### src/rtl/interlock_sequencer.sv
// Bathysphere interlock sequencer: turns one-cycle arrive/depart requests into an
// ordered gate and pressure command sequence with dwell timing, timeouts and interlocks.
module interlock_sequencer #(
    parameter int unsigned GATE_TICKS = 2,
    parameter int unsigned TIMEOUT    = 20
) (
    input  logic       clk,
    input  logic       reset,
    input  logic       arrive_req,
    input  logic       depart_req,
    input  logic       chamber_full,
    input  logic       bath_in_chamber,
    output logic       outer_gate,
    output logic       inner_gate,
    output logic       fill_cmd,
    output logic       empty_cmd,
    output logic       busy,
    output logic       fault,
    output logic [3:0] state_code
);

    typedef enum logic [3:0] {
        IDLE        = 4'd0,
        PRESET      = 4'd1,
        OPEN_ENTRY  = 4'd2,
        WAIT_IN     = 4'd3,
        CLOSE_ENTRY = 4'd4,
        TRANSFER    = 4'd5,
        OPEN_EXIT   = 4'd6,
        WAIT_OUT    = 4'd7,
        CLOSE_EXIT  = 4'd8,
        FAULT       = 4'd15
    } state_e;

    localparam logic [15:0] DWELL_LAST = 16'(GATE_TICKS - 1);
    localparam logic [15:0] WAIT_LAST  = 16'(TIMEOUT - 1);

    state_e      state_q, state_d;
    logic        dir_q, dir_d;
    logic [15:0] cnt_q, cnt_d;
    logic        outer_q, outer_d;
    logic        inner_q, inner_d;
    logic        fill_q, fill_d;
    logic        empty_q, empty_d;
    logic        busy_q, busy_d;
    logic        fault_q, fault_d;

    logic entry_ok, exit_ok, dwell_done, timed_out;
    logic entry_phase, exit_phase, enter_preset, enter_transfer;

    // Arrive enters at full and leaves at empty; depart is the mirror image.
    assign entry_ok   = (chamber_full == ~dir_q);
    assign exit_ok    = (chamber_full == dir_q);
    assign dwell_done = (cnt_q == DWELL_LAST);
    assign timed_out  = (cnt_q == WAIT_LAST);

    always_comb begin
        // NOTE: every always_comb output gets a default first so no path infers a latch.
        state_d = state_q;
        dir_d   = dir_q;
        unique case (state_q)
            IDLE: begin
                if (arrive_req) begin
                    state_d = PRESET;
                    dir_d   = 1'b0;
                end else if (depart_req) begin
                    state_d = PRESET;
                    dir_d   = 1'b1;
                end
            end
            PRESET: begin
                if (entry_ok)       state_d = OPEN_ENTRY;
                else if (timed_out) state_d = FAULT;
            end
            OPEN_ENTRY: begin
                if (!entry_ok)       state_d = FAULT;
                else if (dwell_done) state_d = WAIT_IN;
            end
            WAIT_IN: begin
                if (!entry_ok)            state_d = FAULT;
                else if (bath_in_chamber) state_d = CLOSE_ENTRY;
                else if (timed_out)       state_d = FAULT;
            end
            CLOSE_ENTRY: if (dwell_done) state_d = TRANSFER;
            TRANSFER: begin
                if (exit_ok)        state_d = OPEN_EXIT;
                else if (timed_out) state_d = FAULT;
            end
            OPEN_EXIT: begin
                if (!exit_ok)        state_d = FAULT;
                else if (dwell_done) state_d = WAIT_OUT;
            end
            WAIT_OUT: begin
                if (!exit_ok)              state_d = FAULT;
                else if (!bath_in_chamber) state_d = CLOSE_EXIT;
                else if (timed_out)        state_d = FAULT;
            end
            CLOSE_EXIT: if (dwell_done) state_d = IDLE;
            FAULT:      state_d = FAULT;
            default:    state_d = FAULT;
        endcase
    end

    // Output flops are loaded from the next state so they always match state_q.
    always_comb begin
        entry_phase    = (state_d == OPEN_ENTRY) || (state_d == WAIT_IN);
        exit_phase     = (state_d == OPEN_EXIT)  || (state_d == WAIT_OUT);
        enter_preset   = (state_d == PRESET)   && (state_q != PRESET);
        enter_transfer = (state_d == TRANSFER) && (state_q != TRANSFER);

        if ((state_d != state_q) || (state_q == IDLE) || (state_q == FAULT)) cnt_d = '0;
        else                                                                  cnt_d = cnt_q + 16'd1;

        outer_d = (~dir_d & entry_phase) | (dir_d & exit_phase);
        inner_d = (dir_d & entry_phase) | (~dir_d & exit_phase);
        fill_d  = (enter_preset & ~dir_d & ~chamber_full) | (enter_transfer & dir_d);
        empty_d = (enter_preset & dir_d & chamber_full) | (enter_transfer & ~dir_d);
        busy_d  = (state_d != IDLE);
        fault_d = (state_d == FAULT);
    end

    always_ff @(posedge clk or negedge reset) begin
        if (!reset) begin
            state_q <= IDLE;
            dir_q   <= 1'b0;
            cnt_q   <= '0;
            outer_q <= 1'b0;
            inner_q <= 1'b0;
            fill_q  <= 1'b0;
            empty_q <= 1'b0;
            busy_q  <= 1'b0;
            fault_q <= 1'b0;
        end else begin
            // NOTE: non-blocking updates so every flop samples pre-edge values.
            state_q <= state_d;
            dir_q   <= dir_d;
            cnt_q   <= cnt_d;
            outer_q <= outer_d;
            inner_q <= inner_d;
            fill_q  <= fill_d;
            empty_q <= empty_d;
            busy_q  <= busy_d;
            fault_q <= fault_d;
        end
    end

    // A gate whose pressure condition fails is dropped in the same cycle.
    assign outer_gate = outer_q & chamber_full;
    assign inner_gate = inner_q & ~chamber_full;
    assign fill_cmd   = fill_q;
    assign empty_cmd  = empty_q;
    assign busy       = busy_q;
    assign fault      = fault_q;
    assign state_code = state_q;

endmodule

### config.mk
export PLATFORM = sky130hd
export DESIGN_NAME = interlock_sequencer
export DESIGN_NICKNAME = d
export VERILOG_FILES = /design/src/rtl/interlock_sequencer.sv
export SDC_FILE = /design/constraint.sdc
export NUM_CORES = 1
export LEC_CHECK = 0
export ABC_AREA = 1
export CORE_MARGIN = 2
export CORE_UTILIZATION = 42
export CTS_CLUSTER_SIZE = 20
export DETAILED_ROUTE_END_ITERATION = 8
export GPL_ROUTABILITY_DRIVEN = 1
export RECOVER_POWER = 50
export SETUP_SLACK_MARGIN = 0.02
export SYNTH_ARGS = -nofsm -noshare
export SYNTH_HDL_FRONTEND = slang
export SYNTH_SLANG_ARGS = --single-unit
### constraint.sdc
create_clock -name clk -period 2.2 [get_ports clk]
set_clock_uncertainty 0.15 [all_clocks]
set_input_delay 0.33 -clock clk [delete_from_list [all_inputs] [get_ports clk]]
set_output_delay 0.33 -clock clk [all_outputs]
set_load 0.05 [all_outputs]
; Word-level counts from Yosys, hierarchy flattened
; Cells that the tools add are included.
[totals]
inputBits = 6
word_cells = 80
out_inout_bits = 10
regBits = 27
[classes]
eq_ne = 23
n_addsub = 1
muxes = 20
bitwise_logic = 19
reduce_logical = 8
[ops]
columns = cell, count
row1 = $mux W4, 15
row2 = $pmux W4 S9, 1
row3 = $eq A4 B3 Y1 const B, 7
row4 = $add A16 B1 Y16 const B, 1
row5 = $eq A16 B1 Y1 const B, 1
row6 = $eq A16 B5 Y1 const B, 1
row7 = $eq A4 B2 Y1 const B, 4
row8 = $mux W16, 1
row9 = $and A1 B1 Y1, 12
row10 = $eq A4 B4 Y1 const B, 3
row11 = $eq A4 B1 Y1 const B, 2
row12 = $logic_not A4 Y1, 1
row13 = $logic_or A1 B1 Y1, 4
row14 = $ne A4 B1 Y1 const B, 1
row15 = $ne A4 B3 Y1 const B, 1
row16 = $ne A4 B4 Y1, 1
row17 = $or A1 B1 Y1, 4
row18 = $reduce_bool A4 Y1, 1
row19 = $mux W1, 3
row20 = $not A1 Y1, 3
row21 = $eq A1 B1 Y1, 2
row22 = $logic_and A1 B1 Y1, 2

; Depth between registers and ports, before layout
[logic_depth]
depth_word = 10
ltp_mapped = 15
ltp_nobuf = 13

; Least setup slack after synthesis
; OpenSTA, ideal clock, no wires.
[synth_timing]
path_kind = register to register
from = reg state_q[2] (netlist: state_code[2])
to = reg cnt_q[14]
required_ps = 1929
path_buffers = 1
setup_ps = 121
synth_period_minus_slack_ps = 2177
t_arrival_ps = 1907
setup_slack_ps = 23
path_stages_with_launch = 13
cell_sequence = dfrtp_1 > inv_1 > nand2_1 > nor2_1 > nand2_1 > nand2_2 > o21ai_2 > nand3_2 > nor2_1 > nor2_1 > nand2_2 > buf_6 > nor2_2
[synth_via]
elab_cells_between_ends = 30
cone_classes = 10 x eq/ne / 17 x mux / 3 x reduce/logical
[synth_lines]
columns = item, line_no
row1 = "start, declared", 38  ; state_e state_q, state_d;
row2 = "start signal, assigned", 135  ; state_q <= state_d;
row3 = $eq A4 B4 Y1 (tied with other cells), 61  ; unique case (state_q)
row4 = $pmux W4 S9 *, 61
row5 = named net state_d[3], 38
row6 = $ne A4 B4 Y1 *, 111  ; if ((state_d != state_q) || (state_q == IDLE) || (state_q == FAULT)) cnt_d = '0;
row7 = $logic_or A1 B1 Y1 * (2 in a row), 111
row8 = $mux W16 *, 111
row9 = named net cnt_d[14], 40  ; logic [15:0] cnt_q, cnt_d;
row10 = "end signal, assigned", 137  ; cnt_q <= cnt_d;
row11 = "end, declared", 40
; Mark *: on every way through the listed nets, which the timed path passes. The rest lies on a longest branch.

; Worst setup path after layout
[layout_timing]
from = reg state_q[2] (netlist: state_code[2])
to = out state_code[2]
[layout_lines]
columns = item, line_no
row1 = "end, declared", 19  ; output logic [3:0] state_code
; No word-level cell between the ends.

==> results.md <==
* Number of I/O port buffers at 15
* Iter 0 DRT Violations at between 70 and 80
* Die area at 4770 sq um
* Crit-path cells: clkdlybuf4s50_1
* Library cells used by synthesis at 25
* Post-route worst setup slack at roughly 190 ps
* Syn nets at 261
* Crit path arrival time at 1530 ps
* Layout cells sized above 1 at between 10% and 20%
* Wire per inst at 11.9 microns
* Commonest cells post-synth: 75 x nand2_1, 38 x nor2_1, 27 x dfrtp_1, 25 x inv_1, 21 x nand3_1
* RSZ-0062 raised after global routing: false
* Worst-case hold slack at approximately 350 ps
* GRT Residual Overflow at 0
* Post-synth top flop: dfrtp_1
* Mean Syn Cell Area at 7.03 sq um
* Hold Violations, Final at 0
* TritonCTS buffer count at 3
* IO Count at 16
* Worst hold-check path type: register to register
* DRC errors left at 0
* Tmin final at 2010 ps
* Power Dens Cells at 372 nW/um^2
* Dpl hpwl at just over 3 mm
* Initial Utilization at 44.2%
* Worst-skew pair later-pin latency at ~270 ps
* Setup TNS at 0 ps
* Syn Inst Count at 253
* Yosys reg bits at 27
* Post-Route WL at about 4 mm
* Worst slew pin tran at around 660 ps
* LEAKAGE at about 1.0 nW
* CP Launch Type: register
* Largest net degree at the start of global routing at 28
* # H-tree levels at 1
* Vias/cell at 5.05
* Worst Path Buf+Inv at 1
* Most numerous cell in the Yosys netlist: nand2_1
* Sequential area share after synthesis at 38.0%
* Cell taking the most area after synthesis: dfrtp_1
* Vias at 1698
* Area occupied by registers at 679 sq um
* Clock-pin slew on the worst setup and hold paths at about 90 ps
* Fillers at approximately 440
* Critical path's slowest cell: clkdlybuf4s50_1
* Vias in the first global route at about 1500
* Fmax at around 500 MHz
* GRT Total Usage at between 10% and 20%
* Max_slew headroom at 55.9%
* Clock buffer depth at 2
* Placed cells at 329
* Final non-filler cell total at 336
* CP top delay family: buffers and inverters
* Leading post-synthesis cells by cell area: dfrtp_1 38%, nand2_1 16%, nor2_1 8.0%
* Ant diodes at 0
* Initial antenna violation count at 0
* GPL Wtd Cong at a little over 0.9
* Post-Syn Area at between 1500 and 2000 sq um
* Post-synth EDFFs at 0
* Async set-reset flop share out of synthesis at 100%
* Area grow syn2layout at 21.2%
* CTS sink cnt at 27
* Crit path kind: register to output port
* Final period util at 91.3%
* Fin. max-slew vios at 0
* Area of the multi-input gates at 991 sq um
* CP max stage delay at ~840 ps
* Post-route ant nets at 0
* Row count at 23
* Outcome: completed
* DRT Pass-1 Iters at 7
* CTS tree: done
* CP endpoint kind: output port
* Synth top area share at 38.0%
* Synth Warn # at 0
* Place WS at -183 ps
* Maximum VDD drop at between 0.3 and 0.4 mV
* Die H at roughly 70 microns
* Clock root cell: clkbuf_8
* Max Fanout on Critical Path at 4
* Core Region at 4030 sq um
* Maxcap violations at 0
* Hold_buf cts at 0
* Layout Nets at a little under 300
* Global-route wire length before repair at about 7.1 mm
* Final setup viols at 0
* Die W at 69.1 microns
* Critical Path RT at 1720 ps
## path summary, 6_finish.rpt
| kind | start | endpoint | slack (ps) | cells past startpoint |
|---|---|---|---|---|
| worst max-delay path | state_code[2] | state_code[2] | 190 | 1 |
| worst min-delay path | cnt_q[0] | cnt_q[0] | 350 | 1 |
| worst min register to register | cnt_q[0] | cnt_q[0] | 350 | 1 |
| min in group asynchronous | reset | cnt_q[8] | 460 | 2 |
| max in group asynchronous | reset | state_code[3] | 960 | 2 |
| worst max register to register | state_code[0] | cnt_q[2] | 220 | 12 |
## final cells by class
type                       count  share of cell area, %
clock buffer                   4                   2.09
inverter                      28                   4.88
multi-input combinational    196                   46.0
sequential                    27                   31.5
tap                           50                   2.90
timing repair buffer          31                   12.7
## sequential cells by signal (all words and copies together), names as in the netlist
register	cells
empty_cmd	1
fill_cmd	1
outer_q	1
cnt_q	16
busy	1
inner_q	1
state_code	4
fault	1
dir_q	1
## repair_timing
action / 4_1_cts / 5_1_grt
gates resized for setup: 0 / 10
endpoints found under the hold margin: 0 / 0
setup endpoints to repair: 0 / 18
setup buffers: 0 / 3
## cell usage in the layout, fill, tap and decap left out, types with 2 or more instances in the layout
master / instances
ha_1: 2
nor4_1: 5
clkbuf_8: 3
inv_2: 4
nand3_2: 2
clkdlybuf4s50_1: 9
nand2_1: 75
nand4_1: 4
xor2_1: 11
dfrtp_1: 24
buf_12: 2
dfrtp_2: 3
o211ai_1: 2
buf_4: 16
xnor2_1: 3
nand2_2: 5
nor2_1: 34
inv_1: 24
nor2_2: 17
nor3_1: 6
clkbuf_1: 3
nand3_1: 21
## through the flow
stage / total power [mW] / instance area (sq um) / utilization (%)
after floorplan: 0.512 / 1780 / -
after global placement: 0.536 / 2090 / 52.0
after detailed placement: 0.537 / 2090 / 52.0
after CTS: 0.819 / 2140 / 53.1
after global routing: 0.842 / 2160 / 53.5
final: 0.802 / 2160 / 53.5
## report_power, final
group	switching, mW	leakage [nW]	internal, mW	total [mW]
registers	0	0.340	0.496	0.496
clock network	0.149	0.0228	0.130	0.278
logic	0.0180	0.640	0.00976	0.0278
## layer usage
metal  GRT usage [%]  vias up  share of wire [%]
li1                -      872                  -
met4            2.83        0               0.40
met5               0        -                  0
met2            26.8       39                 43
met3            3.95        2                4.7
met1            26.9      785                 51
## cells by family (layout without fill, tap and decap cells)
group	Yosys count	after routing	synth area share, %
buf+inv	30	63	7.17
fa+ha+maj	2	2	1.41
xor+xnor	14	14	6.89
compound gates	8	8	3.16
flops	27	27	38.0
simple gates	172	172	43.4
(Power assumes the default switching activity.)
==> variant, RTL diff (same settings) <==
Make the reset (`reset`) synchronous in one clocked block.
--- a/src/rtl/interlock_sequencer.sv
+++ b/src/rtl/interlock_sequencer.sv
@@ -120,5 +120,5 @@
     end
 
-    always_ff @(posedge clk or negedge reset) begin
+    always_ff @(posedge clk) begin
         if (!reset) begin
             state_q <= IDLE;
Formal check against the unedited RTL: differs if reset is asserted again (counterexample within 4 cycles, from zero or initial values and one cycle with reset low); with reset held inactive, the same outputs for 10 cycles.
==> variant against the original RTL <==
- worst setup slack got worse by 0.050 ns
- sequential cell count stayed put
- non-clock buffer count down 6
- synthesized cell count increased by 2.8%
- synthesized area shrank 0.77%
- routed wire length shrank 3.2%
- register-to-register slack gained 0.02 ns
- die area fell by 0.72%
- cell area fell by 2.6%
- critical endpoint is now state_code[3]
- largest cell class unchanged
- highest routed layer unchanged
Power is not compared: it rests on default switching activity, and its combinational part moved more than twofold at a synthesized area within 25%.
==> variant: results (changes against the original RTL) <==
outcome:
  status: "completed"  # unchanged
setup_path:
  r2r-start: "state_code[2]"  # was state_code[0]
  cp-startpoint: "state_code[3]"  # was state_code[2]
  r2r_setup_slack_ns: 0.24  # was 0.22 ns
  rr_worst_depth: 11  # was 12
  max_stage_delay_ns: 0.80  # was 0.84 ns
  r2r_end: "cnt_q[0]"  # was cnt_q[2]
  setup.worst_path.end: "state_code[3]"  # was state_code[2]
  critPathArrivalTime_ns: 1.58  # was 1.53 ns
  crit_fanout: 5  # was 4
yosys:
  synthDistinctLibCells: 24  # was 25
  synth_commonest_cells: "nand2_1 (59), inv_1 (38), nor2_1 (34)"  # was nand2_1 (75), nor2_1 (38), dfrtp_1 (27)
  synth-compound-area-share_pct: 4.25  # was 3.16%
  synthAdderAreaFrac_pct: 1.42  # was 1.41%
  synth_area_leaders: "dfxtp_1 (31%), nand2_1 (13%), inv_1 (8.1%), nor2_1 (7.2%), nor3_2 (5.7%)"  # was dfrtp_1 (38%), nand2_1 (16%), nor2_1 (8.0%), nand3_1 (5.9%), xor2_1 (5.4%)
  synth-async-reset-ratio_pct: 0  # was 100%
  ys_seq_area_share_pct: 30.6  # was 38.0%
  synth_nets: 268  # was 261
  synth_xor_area_share_pct: 5.95  # was 6.89%
timing:
  period_needed_ns: 2.06  # was 2.01 ns
  holdWs_ns: 0.362  # was 0.348 ns
  max_slew_margin_pct: 60.5  # was 55.9%
routing:
  routed_via_density: 4.89  # was 5.05
  drt-total-wl_um: 3890  # was 4020 µm
  drt_iter0_markers: 48  # was 75
  drtPass1Iterations: 4  # was 7
  met2_length_um: 1800  # was 1740 µm
  route.met3.wl_um: 116  # was 187 µm
  drt-met1-wl_um: 1920  # was 2070 µm
hold_path:
  hold_path_end: "cnt_q[0]"  # unchanged
  holdPathStages: 1  # unchanged
  holdCritStartpoint: "cnt_q[0]"  # unchanged
placed_design:
  postPlaceCellArea_um2: 2040  # was 2090 µm²
  pre_cts_ws_ns: -0.160  # was -0.183 ns
  gp_congestion: 0.911  # was 0.922
  hpwl_um: 2930  # was 3110 µm
final_layout:
  fillers: 421  # was 439
  final_nets: 297  # was 295
  drive_above_1_share_pct: 20.1  # was 19.6%
  largest_reg_flops: 16  # unchanged
clocking:
  post-cts-setup-buffers: 0  # unchanged
  htreeDepth: 1  # unchanged
global_routing:
  grt_pass1_vias: 1466  # was 1545
  met3_usage_pct: 1.95  # was 3.95%
  use_met1_pct: 23.7  # was 26.9%
  grt_pass1_wl_um: 6210  # was 7100 µm
  grt_max_degree: 17  # was 28
  grt_use_total_pct: 17.2  # was 17.9%
  antenna_found_initial: 0  # unchanged
  met2_usage_pct: 27.6  # was 26.8%
[variant: cell types whose count changed in the layout (fill, tap and decap cells not counted), moves of 6 or more]
cell	delta
dfrtp_1	-24
dfxtp_1	+25
inv_1	+14
nand2_2	+8
nor2_2	-15
nor3_2	+9
nand2_1	-16
nor3_1	+6
[variant: cells by family after synthesis]
kind of cell,count (synthesis)
flops,27
simple gates,162
buf+inv,44
xor+xnor,12
fa+ha+maj,2
compound gates,13
[variant: layout make-up]
class / count / area, µm² / area share [%]
clock inverters: 1 / 7.51 / 0.357
clock buffers: 3 / 41.3 / 1.97
multi-input cells: 191 / 1070 / 51.0
well taps: 50 / 62.6 / 2.98
repair buffers: 25 / 220 / 10.5
flip-flops and latches: 27 / 543 / 25.8
inverters: 41 / 154 / 7.33
[variant: per-stage QoR]
step                total power, µW  cells
floorplan                      1660    260
global placement               1980    332
detailed placement             1980    332
CTS                            2280    336
global route                   2520    338
finish                         2340    338
